==> config.mk <==
export PLATFORM = sky130hd
export DESIGN_NAME = visitor_direction_detector
export DESIGN_NICKNAME = d
export VERILOG_FILES = /design/src/rtl/visitor_pkg.sv /design/src/rtl/sensor_debounce.sv /design/src/rtl/visitor_direction_detector.sv
export SDC_FILE = /design/constraint.sdc
export NUM_CORES = 1
export LEC_CHECK = 0
export CORE_MARGIN = 8
export CORE_UTILIZATION = 30
export CTS_CLUSTER_DIAMETER = 150
export CTS_CLUSTER_SIZE = 16
export DETAILED_ROUTE_END_ITERATION = 10
export GPL_TIMING_DRIVEN = 1
export HOLD_SLACK_MARGIN = 0.15
export PLACE_DENSITY = 0.54
export REMOVE_ABC_BUFFERS = 1
export SYNTH_ARGS = -nofsm -noshare
export SYNTH_HDL_FRONTEND = slang
export SYNTH_SLANG_ARGS = --single-unit
==> constraint.sdc <==
create_clock -name clk -period 5.2 [get_ports clk]
set_input_delay 0.78 -clock clk [delete_from_list [all_inputs] [get_ports clk]]
set_output_delay 0.78 -clock clk [all_outputs]
set_load 0.02 [all_outputs]
==> src/rtl/visitor_pkg.sv <==
// Shared types for the visitor direction detector: FSM states and sensor codes.
package visitor_pkg;

    // Crossing-tracking FSM states
    typedef enum logic [2:0] {
        IDLE,
        ENT1,
        ENT2,
        ENT3,
        EXT1,
        EXT2,
        EXT3,
        WAIT_CLR
    } state_t;

    // Sensor code {a_f, b_f}
    localparam logic [1:0] NONE = 2'b00;
    localparam logic [1:0] A    = 2'b10;
    localparam logic [1:0] B    = 2'b01;
    localparam logic [1:0] AB   = 2'b11;

endpackage

==> src/rtl/sensor_debounce.sv <==
// Two-flop synchroniser followed by a stable-sample debounce filter for one
// raw beam-break sensor. The filtered level follows the synchronised input
// only after DEBOUNCE_CYCLES consecutive differing samples.
module sensor_debounce #(
    parameter int unsigned DEBOUNCE_CYCLES = 4
) (
    input  logic clk,
    input  logic reset,
    input  logic raw_in,
    output logic level_out
);

    localparam int unsigned CntW = $clog2(DEBOUNCE_CYCLES + 1);
    // The count reaches DEBOUNCE_CYCLES on the same edge that loads the level,
    // so the stored value never needs to exceed DEBOUNCE_CYCLES-1.
    localparam logic [CntW-1:0] CntLast = CntW'(DEBOUNCE_CYCLES - 1);

    logic            sync1_q;
    logic            sync2_q;
    logic            level_q;
    logic [CntW-1:0] cnt_q;

    // Synchronise the raw input and filter it against the current level
    always_ff @(posedge clk) begin
        if (reset) begin
            sync1_q <= 1'b0;
            sync2_q <= 1'b0;
            level_q <= 1'b0;
            cnt_q   <= '0;
        end else begin
            sync1_q <= raw_in;
            sync2_q <= sync1_q;
            if (sync2_q == level_q) begin
                cnt_q <= '0;
            end else if (cnt_q == CntLast) begin
                level_q <= sync2_q;
                cnt_q   <= '0;
            end else begin
                cnt_q <= cnt_q + 1'b1;
            end
        end
    end

    assign level_out = level_q;

endmodule

==> src/rtl/visitor_direction_detector.sv <==
// Debounces the outside (A) and inside (B) beam sensors and tracks the order
// in which they are broken, emitting one pulse per completed entry or exit.
module visitor_direction_detector
    import visitor_pkg::*;
#(
    parameter int unsigned DEBOUNCE_CYCLES = 4,
    parameter int unsigned TIMEOUT_CYCLES  = 1000
) (
    input  logic clk,
    input  logic reset,
    input  logic sensor_a,
    input  logic sensor_b,
    output logic entry_pulse,
    output logic exit_pulse,
    output logic timeout_pulse,
    output logic busy
);

    localparam int unsigned TmrW = $clog2(TIMEOUT_CYCLES);
    localparam logic [TmrW-1:0] TmrLast = TmrW'(TIMEOUT_CYCLES - 1);

    logic            a_f;
    logic            b_f;
    logic [1:0]      s;
    state_t          state_q;
    state_t          tbl_d;
    state_t          state_d;
    logic [TmrW-1:0] timer_q;
    logic [TmrW-1:0] timer_d;
    logic            in_crossing;
    logic            timeout_hit;
    logic            entry_done;
    logic            exit_done;

    sensor_debounce #(
        .DEBOUNCE_CYCLES(DEBOUNCE_CYCLES)
    ) u_deb_a (
        .clk      (clk),
        .reset    (reset),
        .raw_in   (sensor_a),
        .level_out(a_f)
    );

    sensor_debounce #(
        .DEBOUNCE_CYCLES(DEBOUNCE_CYCLES)
    ) u_deb_b (
        .clk      (clk),
        .reset    (reset),
        .raw_in   (sensor_b),
        .level_out(b_f)
    );

    assign s = {a_f, b_f};

    // Transition table on the filtered sensor code; unlisted codes hold state
    always_comb begin
        tbl_d = state_q;
        unique case (state_q)
            IDLE: begin
                case (s)
                    A:       tbl_d = ENT1;
                    B:       tbl_d = EXT1;
                    AB:      tbl_d = WAIT_CLR;  // simultaneous onset is ambiguous
                    default: tbl_d = state_q;
                endcase
            end
            ENT1: begin
                case (s)
                    AB:      tbl_d = ENT2;
                    NONE:    tbl_d = IDLE;
                    B:       tbl_d = WAIT_CLR;
                    default: tbl_d = state_q;
                endcase
            end
            ENT2: begin
                case (s)
                    B:       tbl_d = ENT3;
                    A:       tbl_d = ENT1;
                    NONE:    tbl_d = IDLE;
                    default: tbl_d = state_q;
                endcase
            end
            ENT3: begin
                case (s)
                    NONE:    tbl_d = IDLE;
                    AB:      tbl_d = ENT2;
                    A:       tbl_d = WAIT_CLR;
                    default: tbl_d = state_q;
                endcase
            end
            EXT1: begin
                case (s)
                    AB:      tbl_d = EXT2;
                    NONE:    tbl_d = IDLE;
                    A:       tbl_d = WAIT_CLR;
                    default: tbl_d = state_q;
                endcase
            end
            EXT2: begin
                case (s)
                    A:       tbl_d = EXT3;
                    B:       tbl_d = EXT1;
                    NONE:    tbl_d = IDLE;
                    default: tbl_d = state_q;
                endcase
            end
            EXT3: begin
                case (s)
                    NONE:    tbl_d = IDLE;
                    AB:      tbl_d = EXT2;
                    B:       tbl_d = WAIT_CLR;
                    default: tbl_d = state_q;
                endcase
            end
            WAIT_CLR: begin
                tbl_d = (s == NONE) ? IDLE : WAIT_CLR;
            end
            default: tbl_d = IDLE;
        endcase
    end

    // Timeout only fires when the table would otherwise hold the state
    always_comb begin
        in_crossing = (state_q inside {ENT1, ENT2, ENT3, EXT1, EXT2, EXT3});
        timeout_hit = in_crossing && (tbl_d == state_q) && (timer_q == TmrLast);
        state_d     = timeout_hit ? WAIT_CLR : tbl_d;
        entry_done  = (state_q == ENT3) && (s == NONE);
        exit_done   = (state_q == EXT3) && (s == NONE);
        if (!in_crossing || (state_d != state_q)) begin
            timer_d = '0;
        end else if (timer_q == TmrLast) begin
            timer_d = timer_q;
        end else begin
            timer_d = timer_q + 1'b1;
        end
    end

    // State, timer and registered outputs
    always_ff @(posedge clk) begin
        if (reset) begin
            state_q       <= IDLE;
            timer_q       <= '0;
            entry_pulse   <= 1'b0;
            exit_pulse    <= 1'b0;
            timeout_pulse <= 1'b0;
            busy          <= 1'b0;
        end else begin
            state_q       <= state_d;
            timer_q       <= timer_d;
            entry_pulse   <= entry_done;
            exit_pulse    <= exit_done;
            timeout_pulse <= timeout_hit;
            busy          <= (state_d != IDLE);
        end
    end

endmodule

==> summary.txt <==
Status
  – Status: completed

Place
  – Gpl congestion: around 0.82
  – IO buf count: 7
  – Worst slack, placed: roughly 2.4 ns
  – Post-DP HPWL: 2.41 mm

CTS
  – Root buf cell: clkbuf_8
  – Post-CTS resize count: 0
  – CTS Hold Bufs: 0
  – CTS Buf Count: 5
  – CTS H-Tree Depth: 2
  – Latest clock arrival within the worst-skew pair: about 0.28 ns
  – Clock Pin Slew Worst Setup and Hold Paths: around 0.060 ns
  – Post-CTS Setup Inserts: 0
  – CTS tree: yes
  – Max clock buf depth: 2
  – Clock Sink Count: 29

Setup path
  – Slowest stage delay, CP: between 0.6 and 0.7 ns
  – CP startpoint kind: register
  – Crit path DAT: about 3.0 ns
  – Cell Chain, Critical Path: inv_1 -> ha_1 -> nor3b_1 -> nor3_1 -> o41ai_1 -> nor2_1 -> or4_4 -> a21oi_2
  – Slowest-stage cell, CP: o41ai_1
  – WS Path Type: reg -> reg
  – Critical path startpoint: u_deb_b.level_out
  – Bufs and invs on worst path: 1
  – WP data required: 5.40 ns
  – FF-to-FF Start: u_deb_b.level_out
  – Crit-path max FO: 6
  – Critical path's top delay family: simple AND/OR/NAND/NOR gates
  – CP Capture Type: register

Floorplanning
  – Die width: 91.0 um
  – DIE AREA: just over 8000 um^2
  – Die H: roughly 90 um
  – Std cell rows: 27
  – Placeable Area: 5470 um^2
  – I/O pin cnt: 8
  – Initial Util: 0.308

STA
  – Final period util: 0.535
  – Final setup fails: 0
  – Endpoints failing hold: 0
  – Max Slew Vio Count: 0
  – Slew HR: 0.490
  – Setup_tns: 0 ns
  – RSZ-0062 raised after global routing: false
  – Fmax: 359 MHz
  – Worst setup margin: ~2.4 ns
  – Worst-case clock skew: around 0.0040 ns
  – Worst Tran Pin Value: roughly 0.76 ns
  – Fin crit period: between 2 and 3 ns

Global routing
  – Initial antenna violation count: 0
  – First-pass GRT wire length: 6.03 mm
  – Pin count of the biggest net entering global routing: 26
  – GRT Resource Usage Total: 0.0877
  – Vias in the first global route: approximately 1,300
  – Overflow after GRT: 0

Final layout
  – Share of cells above drive strength 1: 0.0891
  – Antenna diodes: 0
  – Synth-to-layout area growth: 13.1%
  – Layout Nets: about 220
  – Final core occ: 0.349

Yosys
  – Number of enable flip-flop cells after synthesis: 0
  – Yosys reg bits: 29
  – Post-synth ARST share: 0
  – Yosys Warn Count: 0
  – Main synth FF type: dfxtp_1
  – Netlist cell types: 49
  – Cells after synthesis: slightly below 200
  – Sequential area share after synthesis: 0.344
  – Mean Syn Cell Area: 8.56 um^2
  – Post-synthesis cell area: 1690 um^2

Worst hold path
  – Hold path startpoint: u_deb_a.cnt_q[0]
  – Hold WC Path Type: reg -> reg

Detailed routing
  – Drt total wl: between 3 and 4 mm
  – Vias: between 1,000 and 1,500
  – Avg WL per Cell: between 10 and 15 um
  – Residual DRC count: 0
  – Via/cell ratio: 5.01
  – Final ANT Viol Nets: 0
  – First DRT Iteration DRCs: 100
  – Pre-Repair DR Iteration Count: 4

Pwr
  – Pwr dens: ~340 nW/um^2
  – Max VDD drop: ~0.27 mV
  – LEAKAGE: roughly 0.63 nW

Job
  – Max-Cap Viols: 0
## metrics by stage
step / total power (W) / hold slack, ns / area [um^2] / cells
2_1_floorplan: 0.000374 / 0.399 / 1630 / 187
3_3_place_gp: 0.000422 / 0.409 / 1790 / 266
3_5_place_dp: 0.000420 / 0.417 / 1790 / 266
4_1_cts: 0.000664 / 0.426 / 1910 / 274
5_1_grt: 0.000696 / 0.445 / 1910 / 274
6_report: 0.000654 / 0.424 / 1910 / 274
## cells in the final DEF (no fill, tap or decap), drive strengths merged, types with 3 or more instances in the layout
cell / count
o211ai: 3
nand3: 4
nor3: 14
mux2i: 3
clkbuf: 7
a21oi: 4
o21ai: 7
xor2: 5
nand4: 5
nor2b: 5
xnor2: 5
dfxtp: 29
or3: 3
ha: 11
clkdlybuf4s50: 7
inv: 11
nor2: 21
nand2: 13
nand2b: 5
or3b: 3
## state kept, by name, indices dropped and copies added (netlist names)
register           count
timer_q               10
state_q                3
u_deb_a.cnt_q          3
u_deb_b.cnt_q          3
busy                   1
entry_pulse            1
exit_pulse             1
timeout_pulse          1
u_deb_a.level_out      1
u_deb_a.sync1_q        1
u_deb_a.sync2_q        1
u_deb_b.level_out      1
u_deb_b.sync1_q        1
u_deb_b.sync2_q        1
## final timing paths
path,endpoint,slack (ns),depth (start not counted)
max,state_q[1],2.42,8
min,u_deb_a.cnt_q[0],0.42,1
max reg2reg,state_q[1],2.42,8
min reg2reg,u_deb_a.cnt_q[0],0.42,1
## report_power, final
part	switching, W	leakage, nW	internal (W)
clock network	0.0000822	0.0585	0.000156
logic	0.0000897	0.332	0.0000644
registers	0.0000272	0.235	0.000235
## final cells by class
| type | count | area (um^2) |
|---|---|---|
| inverters | 11 | 41.3 |
| clock inverters | 1 | 30.0 |
| flip-flops and latches | 29 | 581 |
| well taps | 72 | 90.1 |
| fillers | 587 | 3560 |
| repair buffers | 7 | 70.1 |
| multi-input cells | 147 | 1010 |
| clock buffers | 7 | 86.3 |
## Yosys cell counts (2+ instances only)
library cell	instances	area (um^2)
dfxtp_1	29	581
nor2_1	21	78.8
nor3_1	14	70.1
nand2_1	13	48.8
ha_1	11	138
inv_1	11	41.3
o21ai_0	7	35.0
clkbuf_1	5	18.8
nand2b_1	5	31.3
nand4_1	5	31.3
nor2b_1	5	31.3
xnor2_1	5	43.8
xor2_1	5	43.8
nand3_1	4	20.0
mux2i_1	3	30.0
o211ai_1	3	22.5
or3_1	3	18.8
a211oi_1	2	15.0
a21oi_1	2	10.0
a21oi_2	2	17.5
a31oi_1	2	12.5
and2_1	2	12.5
and4_1	2	17.5
buf_2	2	10.0
buf_4	2	15.0
nand3b_1	2	15.0
nor4_1	2	12.5
o21bai_1	2	15.0
o22ai_1	2	12.5
o311ai_0	2	17.5
o32ai_1	2	17.5
or3b_1	2	17.5
or4_4	2	22.5
## metal layers
metal,up-vias,GRT usage,share of wire
met5,-,0,0
met4,0,0.0368,0.012
met3,6,0.0280,0.038
met2,12,0.133,0.45
met1,643,0.112,0.50
li1,711,-,-
## kinds of logic after synthesis
kind of cell | count (synthesis) | share of synthesized area
AOI/OAI and AO/OA | 33 | 0.151
muxes | 3 | 0.0178
buffers and inverters | 21 | 0.0571
DFF | 29 | 0.344
xor gates and xnor gates | 10 | 0.0519
adders and majority gates | 11 | 0.0816
and+or+nand+nor | 90 | 0.296
Note: power is estimated with default switching activity, not from simulation.
